===== src/rtl/wb_pkg.sv =====
// Shared types and constants for the register-file writeback path.
//   NUM_REGS / REG_IDX_W : register file geometry (8 registers, 3-bit index)
//   SIZE_*               : data_size encodings consumed by the register file
//   wb_req_t             : one writeback request (destination, size, data)
package wb_pkg;

  localparam int unsigned NUM_REGS  = 8;
  localparam int unsigned REG_IDX_W = 3;

  localparam logic [1:0] SIZE_BYTE = 2'b00;
  localparam logic [1:0] SIZE_HALF = 2'b01;
  localparam logic [1:0] SIZE_WORD = 2'b10;

  typedef struct packed {
    logic [REG_IDX_W-1:0] rdest;
    logic [1:0]           size;
    logic [31:0]          data;
  } wb_req_t;

endpackage


===== src/rtl/wb_fifo.sv =====
// Synchronous FIFO of writeback requests used to buffer load results.
// Ports:
//   clk, rst    : clock, synchronous active-high reset (empties the FIFO)
//   push, push_data : write an entry (ignored when full)
//   pop         : retire the head entry (ignored when empty)
//   head        : current head entry, valid while !empty
//   full, empty : occupancy flags
// Pointers carry one extra wrap bit so full and empty are distinguishable
// without a separate counter.
module wb_fifo
  import wb_pkg::*;
#(
  parameter int unsigned DEPTH = 4
) (
  input  logic    clk,
  input  logic    rst,
  input  logic    push,
  input  wb_req_t push_data,
  input  logic    pop,
  output wb_req_t head,
  output logic    full,
  output logic    empty
);

  localparam int unsigned AW = $clog2(DEPTH);

  logic [AW:0] wr_ptr;
  logic [AW:0] rd_ptr;
  wb_req_t     mem [DEPTH];

  logic do_push;
  logic do_pop;

  assign do_push = push && !full;
  assign do_pop  = pop && !empty;

  always_ff @(posedge clk) begin
    if (rst) begin
      wr_ptr <= '0;
      rd_ptr <= '0;
    end else begin
      if (do_push) wr_ptr <= wr_ptr + (AW+1)'(1);
      if (do_pop)  rd_ptr <= rd_ptr + (AW+1)'(1);
    end
  end

  // Storage carries no reset; occupancy is defined purely by the pointers.
  always_ff @(posedge clk) begin
    if (do_push) mem[wr_ptr[AW-1:0]] <= push_data;
  end

  assign head  = mem[rd_ptr[AW-1:0]];
  assign empty = (wr_ptr == rd_ptr);
  assign full  = (wr_ptr[AW] != rd_ptr[AW]) &&
                 (wr_ptr[AW-1:0] == rd_ptr[AW-1:0]);

endmodule


===== src/rtl/writeback_scheduler.sv =====
// Shares the register file's single write port between the ALU and the load
// unit, and keeps a per-register pending scoreboard so issue stalls on RAW,
// and WAW hazards against in-flight writes.
// Ports:
//   clk, rst                  : clock, synchronous active-high reset
//   issue_valid/issue_writes  : instruction presented / it writes issue_rdest
//   issue_rsrc1/2, issue_rdest: register indices of the presented instruction
//   issue_stall               : combinational hazard, instruction held
//   alu_valid/alu_ready       : ALU writeback handshake (ready = granted)
//   alu_rdest/size/data       : ALU writeback payload
//   ld_valid/ld_ready         : load writeback handshake (ready = FIFO not full)
//   ld_rdest/size/data        : load writeback payload
//   rf_write_enable, rf_rdest, rf_data_size, rf_write_data : registered
//                               register-file write port
// Loads normally win arbitration; after MAX_WAIT consecutive refused cycles
// the ALU is granted regardless.
module writeback_scheduler
  import wb_pkg::*;
#(
  parameter int unsigned LD_DEPTH = 4,
  parameter int unsigned MAX_WAIT = 3
) (
  input  logic                 clk,
  input  logic                 rst,

  input  logic                 issue_valid,
  input  logic                 issue_writes,
  input  logic [REG_IDX_W-1:0] issue_rsrc1,
  input  logic [REG_IDX_W-1:0] issue_rsrc2,
  input  logic [REG_IDX_W-1:0] issue_rdest,
  output logic                 issue_stall,

  input  logic                 alu_valid,
  output logic                 alu_ready,
  input  logic [REG_IDX_W-1:0] alu_rdest,
  input  logic [1:0]           alu_size,
  input  logic [31:0]          alu_data,

  input  logic                 ld_valid,
  output logic                 ld_ready,
  input  logic [REG_IDX_W-1:0] ld_rdest,
  input  logic [1:0]           ld_size,
  input  logic [31:0]          ld_data,

  output logic                 rf_write_enable,
  output logic [REG_IDX_W-1:0] rf_rdest,
  output logic [1:0]           rf_data_size,
  output logic [31:0]          rf_write_data
);

  localparam int unsigned         WAIT_W     = $clog2(MAX_WAIT + 1);
  localparam logic [WAIT_W-1:0]   WAIT_LIMIT = WAIT_W'(MAX_WAIT);

  logic [NUM_REGS-1:0] pending;
  logic [WAIT_W-1:0]   alu_wait;

  wb_req_t ld_req;
  wb_req_t ld_head;
  wb_req_t alu_req;
  logic    fifo_full;
  logic    fifo_empty;
  logic    ld_push;
  logic    grant_alu;
  logic    grant_ld;
  logic    issue_fire;

  // ---------------------------------------------------------------- scoreboard
  // No bypass: a register whose write is on the rf_* port this cycle still
  // reads as pending, so the dependent issues one cycle later.
  assign issue_stall = issue_valid &&
                       (pending[issue_rsrc1] || pending[issue_rsrc2] ||
                        (issue_writes && pending[issue_rdest]));

  assign issue_fire = issue_valid && !issue_stall && issue_writes;

  always_ff @(posedge clk) begin
    if (rst) begin
      pending <= '0;
    end else begin
      // Set and clear never hit the same index: issue stalls on a pending rdest.
      if (rf_write_enable) pending[rf_rdest]    <= 1'b0;
      if (issue_fire)      pending[issue_rdest] <= 1'b1;
    end
  end

  // ---------------------------------------------------------------- load FIFO
  assign ld_req   = '{rdest: ld_rdest, size: ld_size, data: ld_data};
  assign alu_req  = '{rdest: alu_rdest, size: alu_size, data: alu_data};
  assign ld_ready = !fifo_full;
  assign ld_push  = ld_valid && ld_ready;

  wb_fifo #(
    .DEPTH (LD_DEPTH)
  ) u_ld_fifo (
    .clk       (clk),
    .rst       (rst),
    .push      (ld_push),
    .push_data (ld_req),
    .pop       (grant_ld),
    .head      (ld_head),
    .full      (fifo_full),
    .empty     (fifo_empty)
  );

  // ---------------------------------------------------------------- arbitration
  always_comb begin
    grant_alu = 1'b0;
    grant_ld  = 1'b0;
    if (alu_valid && (fifo_empty || alu_wait == WAIT_LIMIT)) begin
      grant_alu = 1'b1;
    end else if (!fifo_empty) begin
      grant_ld = 1'b1;
    end
  end

  assign alu_ready = grant_alu;

  always_ff @(posedge clk) begin
    if (rst || !alu_valid || grant_alu) begin
      alu_wait <= '0;
    end else if (alu_wait != WAIT_LIMIT) begin
      alu_wait <= alu_wait + WAIT_W'(1);
    end
  end

  // ---------------------------------------------------------------- output stage
  always_ff @(posedge clk) begin
    if (rst) begin
      rf_write_enable <= 1'b0;
      rf_rdest        <= '0;
      rf_data_size    <= '0;
      rf_write_data   <= '0;
    end else if (grant_alu) begin
      rf_write_enable <= 1'b1;
      rf_rdest        <= alu_req.rdest;
      rf_data_size    <= alu_req.size;
      rf_write_data   <= alu_req.data;
    end else if (grant_ld) begin
      rf_write_enable <= 1'b1;
      rf_rdest        <= ld_head.rdest;
      rf_data_size    <= ld_head.size;
      rf_write_data   <= ld_head.data;
    end else begin
      rf_write_enable <= 1'b0;
    end
  end

endmodule

===== config.mk =====
export PLATFORM = sky130hd
export DESIGN_NAME = writeback_scheduler
export DESIGN_NICKNAME = d
export VERILOG_FILES = /design/src/rtl/wb_pkg.sv /design/src/rtl/wb_fifo.sv /design/src/rtl/writeback_scheduler.sv
export SDC_FILE = /design/constraint.sdc
export NUM_CORES = 1
export LEC_CHECK = 0
export ABC_AREA = 1
export CAP_MARGIN = 20
export CORE_MARGIN = 4
export CORE_UTILIZATION = 53
export DETAILED_ROUTE_END_ITERATION = 8
export GPL_ROUTABILITY_DRIVEN = 1
export GPL_TIMING_DRIVEN = 0
export PLACE_DENSITY = 0.78
export SLEW_MARGIN = 20
export SYNTH_ARGS = -nofsm -noshare
export SYNTH_HDL_FRONTEND = slang
export SYNTH_SLANG_ARGS = --single-unit

===== constraint.sdc =====
create_clock -name clk -period 5 [get_ports clk]
set_input_delay 0.75 -clock clk [delete_from_list [all_inputs] [get_ports clk]]
set_output_delay 0.75 -clock clk [all_outputs]
set_load 0.02 [all_outputs]

==> flow_results.xml, run 1 <==
<?xml version="1.0" encoding="UTF-8"?>
<metrics>
  <group name="global_routing">
    <metric name="grt.total_usage" unit="">0.2253</metric>
    <metric name="grt.overflow.total" unit="">0</metric>
    <metric name="grt_use_met3" unit="">0.03390</metric>
    <metric name="globalRouteMet1Util" unit="">0.2972</metric>
    <metric name="grt_start_max_net_pins" unit="">23</metric>
    <metric name="use_met2" unit="">0.3849</metric>
    <metric name="grt-busiest-layer" unit="">met2</metric>
    <metric name="grt_pass1_wl" unit="um">32260</metric>
    <metric name="grt_antenna_before_repair" unit="">1</metric>
    <metric name="grt_pass1_vias" unit="">6212</metric>
  </group>
  <group name="critical_path">
    <metric name="start_kind" unit="">primary input</metric>
    <metric name="critPathArrivalTime" unit="ns">2.70</metric>
    <metric name="criticalPathCategory" unit="">in -&gt; out</metric>
    <metric name="crit_chain" unit="">clkdlybuf4s50_1, inv_1, nand2_1, nand3_1, nand3_1, nand2_1, nor2_2, a21boi_0, clkdlybuf4s50_1</metric>
    <metric name="ff_to_ff_path_depth" unit="">5</metric>
    <metric name="crit_fanout" unit="">9</metric>
    <metric name="crit_required" unit="ns">4.25</metric>
    <metric name="startpoint_of_the_lowest_slack_register_to_register_path" unit="">u_ld_fifo.wr_ptr[2]</metric>
    <metric name="worst_r2r_endpoint" unit="">u_ld_fifo.mem[0][4]</metric>
    <metric name="max_stage_delay" unit="ns">0.56</metric>
    <metric name="setup.reg_to_reg.worst_slack" unit="ns">2.71</metric>
    <metric name="cp_slowest_cell" unit="">sky130_fd_sc_hd__clkdlybuf4s50_1</metric>
    <metric name="critical_path.endpoint_type" unit="">output pin</metric>
  </group>
  <group name="placed_design">
    <metric name="gp_congestion" unit="">0.8739</metric>
    <metric name="place.port_buffers" unit="">126</metric>
    <metric name="dp.final_hpwl" unit="um">14050</metric>
  </group>
  <group name="timing">
    <metric name="final_setup_vio_count" unit="">0</metric>
    <metric name="grt_setup_unrepaired" unit="">false</metric>
    <metric name="fin_max_slew_vios" unit="">0</metric>
    <metric name="finalHoldViolations" unit="">0</metric>
    <metric name="min_period_over_period" unit="">0.6895</metric>
    <metric name="setup-tns-final" unit="ns">0</metric>
    <metric name="final_period_minus_worst_setup_slack" unit="ns">3.448</metric>
    <metric name="finalClockSkew" unit="ns">0.008251</metric>
    <metric name="max_slew.worst_pin.slew" unit="ns">0.7374</metric>
    <metric name="relSlewSlack" unit="">0.5072</metric>
    <metric name="peak_clock_frequency_supported_by_timing" unit="MHz">290.1</metric>
  </group>
  <group name="routing">
    <metric name="drtAntennaViolNets" unit="">0</metric>
    <metric name="vias_per_cell" unit="">5.544</metric>
    <metric name="drt_pre_antenna_iters" unit="">5</metric>
    <metric name="drc" unit="">0</metric>
    <metric name="detail_route.wirelength" unit="um">21020</metric>
    <metric name="total_via_count_in_the_routed_design" unit="">6331</metric>
    <metric name="drt-initial-drc-count" unit="">605</metric>
    <metric name="post_drt_wl_per_cell" unit="um">18.41</metric>
  </group>
  <group name="power">
    <metric name="internal_power" unit="mW">3.820</metric>
    <metric name="power_switching" unit="mW">2.159</metric>
    <metric name="power.share.clock" unit="">0.235</metric>
    <metric name="sw_frac_of_total" unit="">0.3610</metric>
    <metric name="totalPowerFinal" unit="mW">5.979</metric>
    <metric name="max-vdd-ir-drop" unit="mV">0.3175</metric>
    <metric name="p_leak" unit="nW">4.131</metric>
    <metric name="powerDensity" unit="nW/um^2">549.3</metric>
    <metric name="combinationalPowerShare" unit="">0.397</metric>
    <metric name="share_seq_of_total_power" unit="">0.368</metric>
  </group>
  <group name="yosys">
    <metric name="cell_area_after_synthesis" unit="sq um">8527</metric>
    <metric name="postSynth.asyncResetShare" unit="">0</metric>
    <metric name="synth_unique_cells" unit="">32</metric>
    <metric name="cell_with_the_most_instances_after_synthesis" unit="">sky130_fd_sc_hd__nand2_1</metric>
    <metric name="syn-instance-count" unit="">756</metric>
    <metric name="yosys_warnings" unit="">0</metric>
    <metric name="synth_largest_type_area_fraction" unit="">0.5212</metric>
    <metric name="synth_top_cells_by_count" unit="">234 x sky130_fd_sc_hd__nand2_1, 148 x sky130_fd_sc_hd__edfxtp_1, 56 x sky130_fd_sc_hd__dfxtp_1, 51 x sky130_fd_sc_hd__a21oi_1, 49 x sky130_fd_sc_hd__nand3_1</metric>
    <metric name="synth_seq_area_share" unit="">0.6527</metric>
    <metric name="synth_enable_flop_cells" unit="">148</metric>
    <metric name="synthesis.nets" unit="">851</metric>
    <metric name="synthesis.area_per_instance" unit="sq um">11.28</metric>
    <metric name="ys_ff_latch" unit="">204</metric>
    <metric name="synth_flop_cell" unit="">sky130_fd_sc_hd__edfxtp_1</metric>
    <metric name="synth_area_leaders" unit="">sky130_fd_sc_hd__edfxtp_1 52%, sky130_fd_sc_hd__dfxtp_1 13%, sky130_fd_sc_hd__nand2_1 10%</metric>
    <metric name="synth_area_leader_cell" unit="">sky130_fd_sc_hd__edfxtp_1</metric>
  </group>
  <group name="floorplanning">
    <metric name="floorplan.initialDensity" unit="">0.5387</metric>
    <metric name="placement_rows" unit="">46</metric>
    <metric name="core_area" unit="sq um">15830</metric>
    <metric name="die_width" unit="um">134.8</metric>
    <metric name="die_area" unit="sq um">18180</metric>
    <metric name="die_height" unit="um">134.8</metric>
    <metric name="boundaryPins" unit="">130</metric>
  </group>
  <group name="cts">
    <metric name="clkTransAtPathRegs" unit="ns">0.06</metric>
    <metric name="cts_htree_levels" unit="">1</metric>
    <metric name="clockRootBuffer" unit="">sky130_fd_sc_hd__clkbuf_16</metric>
    <metric name="clk-insertion-delay-late" unit="ns">0.49</metric>
    <metric name="holdBufCountCts" unit="">0</metric>
    <metric name="tritoncts" unit="">built</metric>
    <metric name="clock_sinks" unit="">204</metric>
    <metric name="clockBufferDepth" unit="">3</metric>
    <metric name="post_cts_setup_repair_buffer_count" unit="">0</metric>
    <metric name="cts_inserted_buffers" unit="">20</metric>
    <metric name="post_cts_resize_count" unit="">0</metric>
  </group>
  <group name="min_path">
    <metric name="whs_path_depth" unit="">1</metric>
    <metric name="hold_path_startpoint" unit="">alu_wait[0]</metric>
    <metric name="hold_end" unit="">alu_wait[0]</metric>
    <metric name="hp-class" unit="">reg -&gt; reg</metric>
  </group>
  <group name="cells_and_area">
    <metric name="layout.area.seq" unit="sq um">5565</metric>
    <metric name="post_route_cells_drive_above_1_share" unit="">0.1124</metric>
    <metric name="multi_input_comb_area" unit="sq um">2597</metric>
    <metric name="post_synthesis_to_final_layout_area_growth" unit="%">27.65</metric>
    <metric name="design.final.nets" unit="">1006</metric>
    <metric name="fillers" unit="">1156</metric>
  </group>
  <group name="flow_run">
    <metric name="cap_violations" unit="">0</metric>
  </group>
  <group name="outcome">
    <metric name="run_status" unit="">finished clean</metric>
  </group>
</metrics>
==> through the flow <==
stage          instance area, sq um    util  hold slack (ns)  setup slack, ns  instances
2_1_floorplan                  8527       -           0.3992            1.959        756
3_3_place_gp                  10060  0.6355           0.4109           0.3122       1098
3_5_place_dp                  10270  0.6486           0.4169            1.558       1105
4_1_cts                       10880  0.6875           0.4453            1.550       1141
5_1_grt                       10880  0.6877           0.4543            1.449       1142
6_report                      10880  0.6877           0.4347            1.552       1142
==> power by group through the flow <==
stage / logic [mW] / clock network, mW / registers, mW
4_1_cts: 2.37 / 1.42 / 2.20
2_1_floorplan: 1.28 / 0 / 2.41
5_1_grt: 2.57 / 1.49 / 2.23
6_report: 2.37 / 1.41 / 2.20
3_3_place_gp: 2.28 / 0 / 2.24
3_5_place_dp: 2.35 / 0 / 2.23
==> placed cells by master, fill, tap and decap left out <==
master / netlist / layout
sky130_fd_sc_hd__nand4_1: 12 / 12
sky130_fd_sc_hd__buf_4: 1 / 1
sky130_fd_sc_hd__o211ai_1: 8 / 8
sky130_fd_sc_hd__nand2_2: 2 / 2
sky130_fd_sc_hd__inv_1: 32 / 32
sky130_fd_sc_hd__buf_6: 7 / 7
sky130_fd_sc_hd__dfxtp_1: 56 / 56
sky130_fd_sc_hd__nor2_4: 1 / 5
sky130_fd_sc_hd__a21oi_1: 51 / 51
sky130_fd_sc_hd__clkbuf_16: 0 / 21
sky130_fd_sc_hd__clkbuf_8: 0 / 3
sky130_fd_sc_hd__o21bai_1: 1 / 1
sky130_fd_sc_hd__o211ai_2: 29 / 29
sky130_fd_sc_hd__buf_12: 0 / 2
sky130_fd_sc_hd__nand3b_1: 2 / 2
sky130_fd_sc_hd__nor2_1: 13 / 9
sky130_fd_sc_hd__nor3_1: 6 / 6
sky130_fd_sc_hd__ha_1: 6 / 6
sky130_fd_sc_hd__nand3_1: 49 / 49
sky130_fd_sc_hd__buf_1: 1 / 1
sky130_fd_sc_hd__buf_16: 0 / 5
sky130_fd_sc_hd__edfxtp_1: 148 / 148
sky130_fd_sc_hd__and3_1: 1 / 1
sky130_fd_sc_hd__buf_8: 1 / 1
sky130_fd_sc_hd__nand3_2: 1 / 1
sky130_fd_sc_hd__clkdlybuf4s50_1: 0 / 126
sky130_fd_sc_hd__a21oi_2: 1 / 1
sky130_fd_sc_hd__diode_2: 0 / 1
sky130_fd_sc_hd__nor2_2: 2 / 2
sky130_fd_sc_hd__clkinv_2: 0 / 3
sky130_fd_sc_hd__buf_2: 21 / 21
sky130_fd_sc_hd__a32o_1: 34 / 34
sky130_fd_sc_hd__o21ai_0: 14 / 14
sky130_fd_sc_hd__clkinv_1: 1 / 6
sky130_fd_sc_hd__xnor2_1: 3 / 3
sky130_fd_sc_hd__a21boi_0: 1 / 1
sky130_fd_sc_hd__clkbuf_1: 16 / 20
sky130_fd_sc_hd__nand2_1: 234 / 234
sky130_fd_sc_hd__xor2_1: 1 / 1
==> layout make-up <==
| class | count | share of cell area |
|---|---|---|
| Multi-Input combinational cell | 472 | 0.2386 |
| Inverter | 33 | 0.01138 |
| Tap cell | 216 | 0.02483 |
| Sequential cell | 204 | 0.5113 |
| Clock buffer | 28 | 0.05345 |
| Buffer | 47 | 0.02483 |
| Antenna cell | 1 | 0.0002299 |
| Clock inverter | 8 | 0.003104 |
| Timing Repair Buffer | 133 | 0.1322 |
==> state kept, by name, indices dropped and copies added (netlist names), named ones only <==
signal,count
rf_write_data,32
u_ld_fifo.wr_ptr,3
rf_rdest,3
u_ld_fifo.mem,148
u_ld_fifo.rd_ptr,3
pending,8
alu_wait,2
rf_data_size,2
rf_write_enable,1
==> worst max-delay path, delay by kind of cell <==
kind,cells,cell delay (ns)
buf+inv,3,1.22
simple gates,5,0.59
compound gates,1,0.14
==> logic make-up after synthesis <==
family / share of synthesized area
flip-flops: 0.6527
AND/OR/NAND/NOR: 0.1577
XOR/XNOR: 0.004109
AO/OA/AOI/OAI: 0.1304
buffers and inverters: 0.04622
adder cells (fa/ha/maj): 0.008804
==> how the worst max path moves through the flow <==
stage,start,end,slack (ns),cells past startpoint
after global routing,issue_rsrc2[0],issue_stall,1.45,10
final,issue_rsrc1[0],issue_stall,1.55,9
after detailed placement,issue_rsrc1[0],issue_stall,1.56,9
after floorplan,u_ld_fifo.wr_ptr[2],u_ld_fifo.mem[3][0],1.96,4
after global placement,ld_valid,u_ld_fifo.mem[3][4],0.31,3
after CTS,issue_rsrc1[0],issue_stall,1.55,9
==> routing by layer <==
metal | vias up | share of wire
met1 | 3055 | 0.41
met4 | 0 | 0.023
met3 | 32 | 0.072
li1 | 3014 | -
met5 | - | 0
met2 | 230 | 0.50
(Power assumes the default switching activity.)
==> run 2: changes to the inputs <==
==> constraint.sdc (replaced) <==
create_clock -name clk -period 3.3 [get_ports clk]
set_input_delay 0.495 -clock clk [delete_from_list [all_inputs] [get_ports clk]]
set_output_delay 0.495 -clock clk [all_outputs]
set_load 0.02 [all_outputs]
==> results of run 2 <==
The final DEF is identical to that of run 1. Status: finished clean.
Main changes from that run: setup slack after placement 1.558 ns -> 0.3677 ns; setup slack after layout 1.552 ns -> 0.3324 ns; hold slack 0.4347 ns -> 0.3830 ns; start point of the critical path issue_rsrc1[0] -> u_ld_fifo.wr_ptr[0]; end point of the critical path issue_stall -> alu_ready; register-to-register setup slack 2.71 ns -> 1.01 ns; end point of the worst hold path alu_wait[0] -> pending[0]; total power 5.979 mW -> 9.059 mW; worst IR drop on VDD 0.3175 mV -> 0.4810 mV
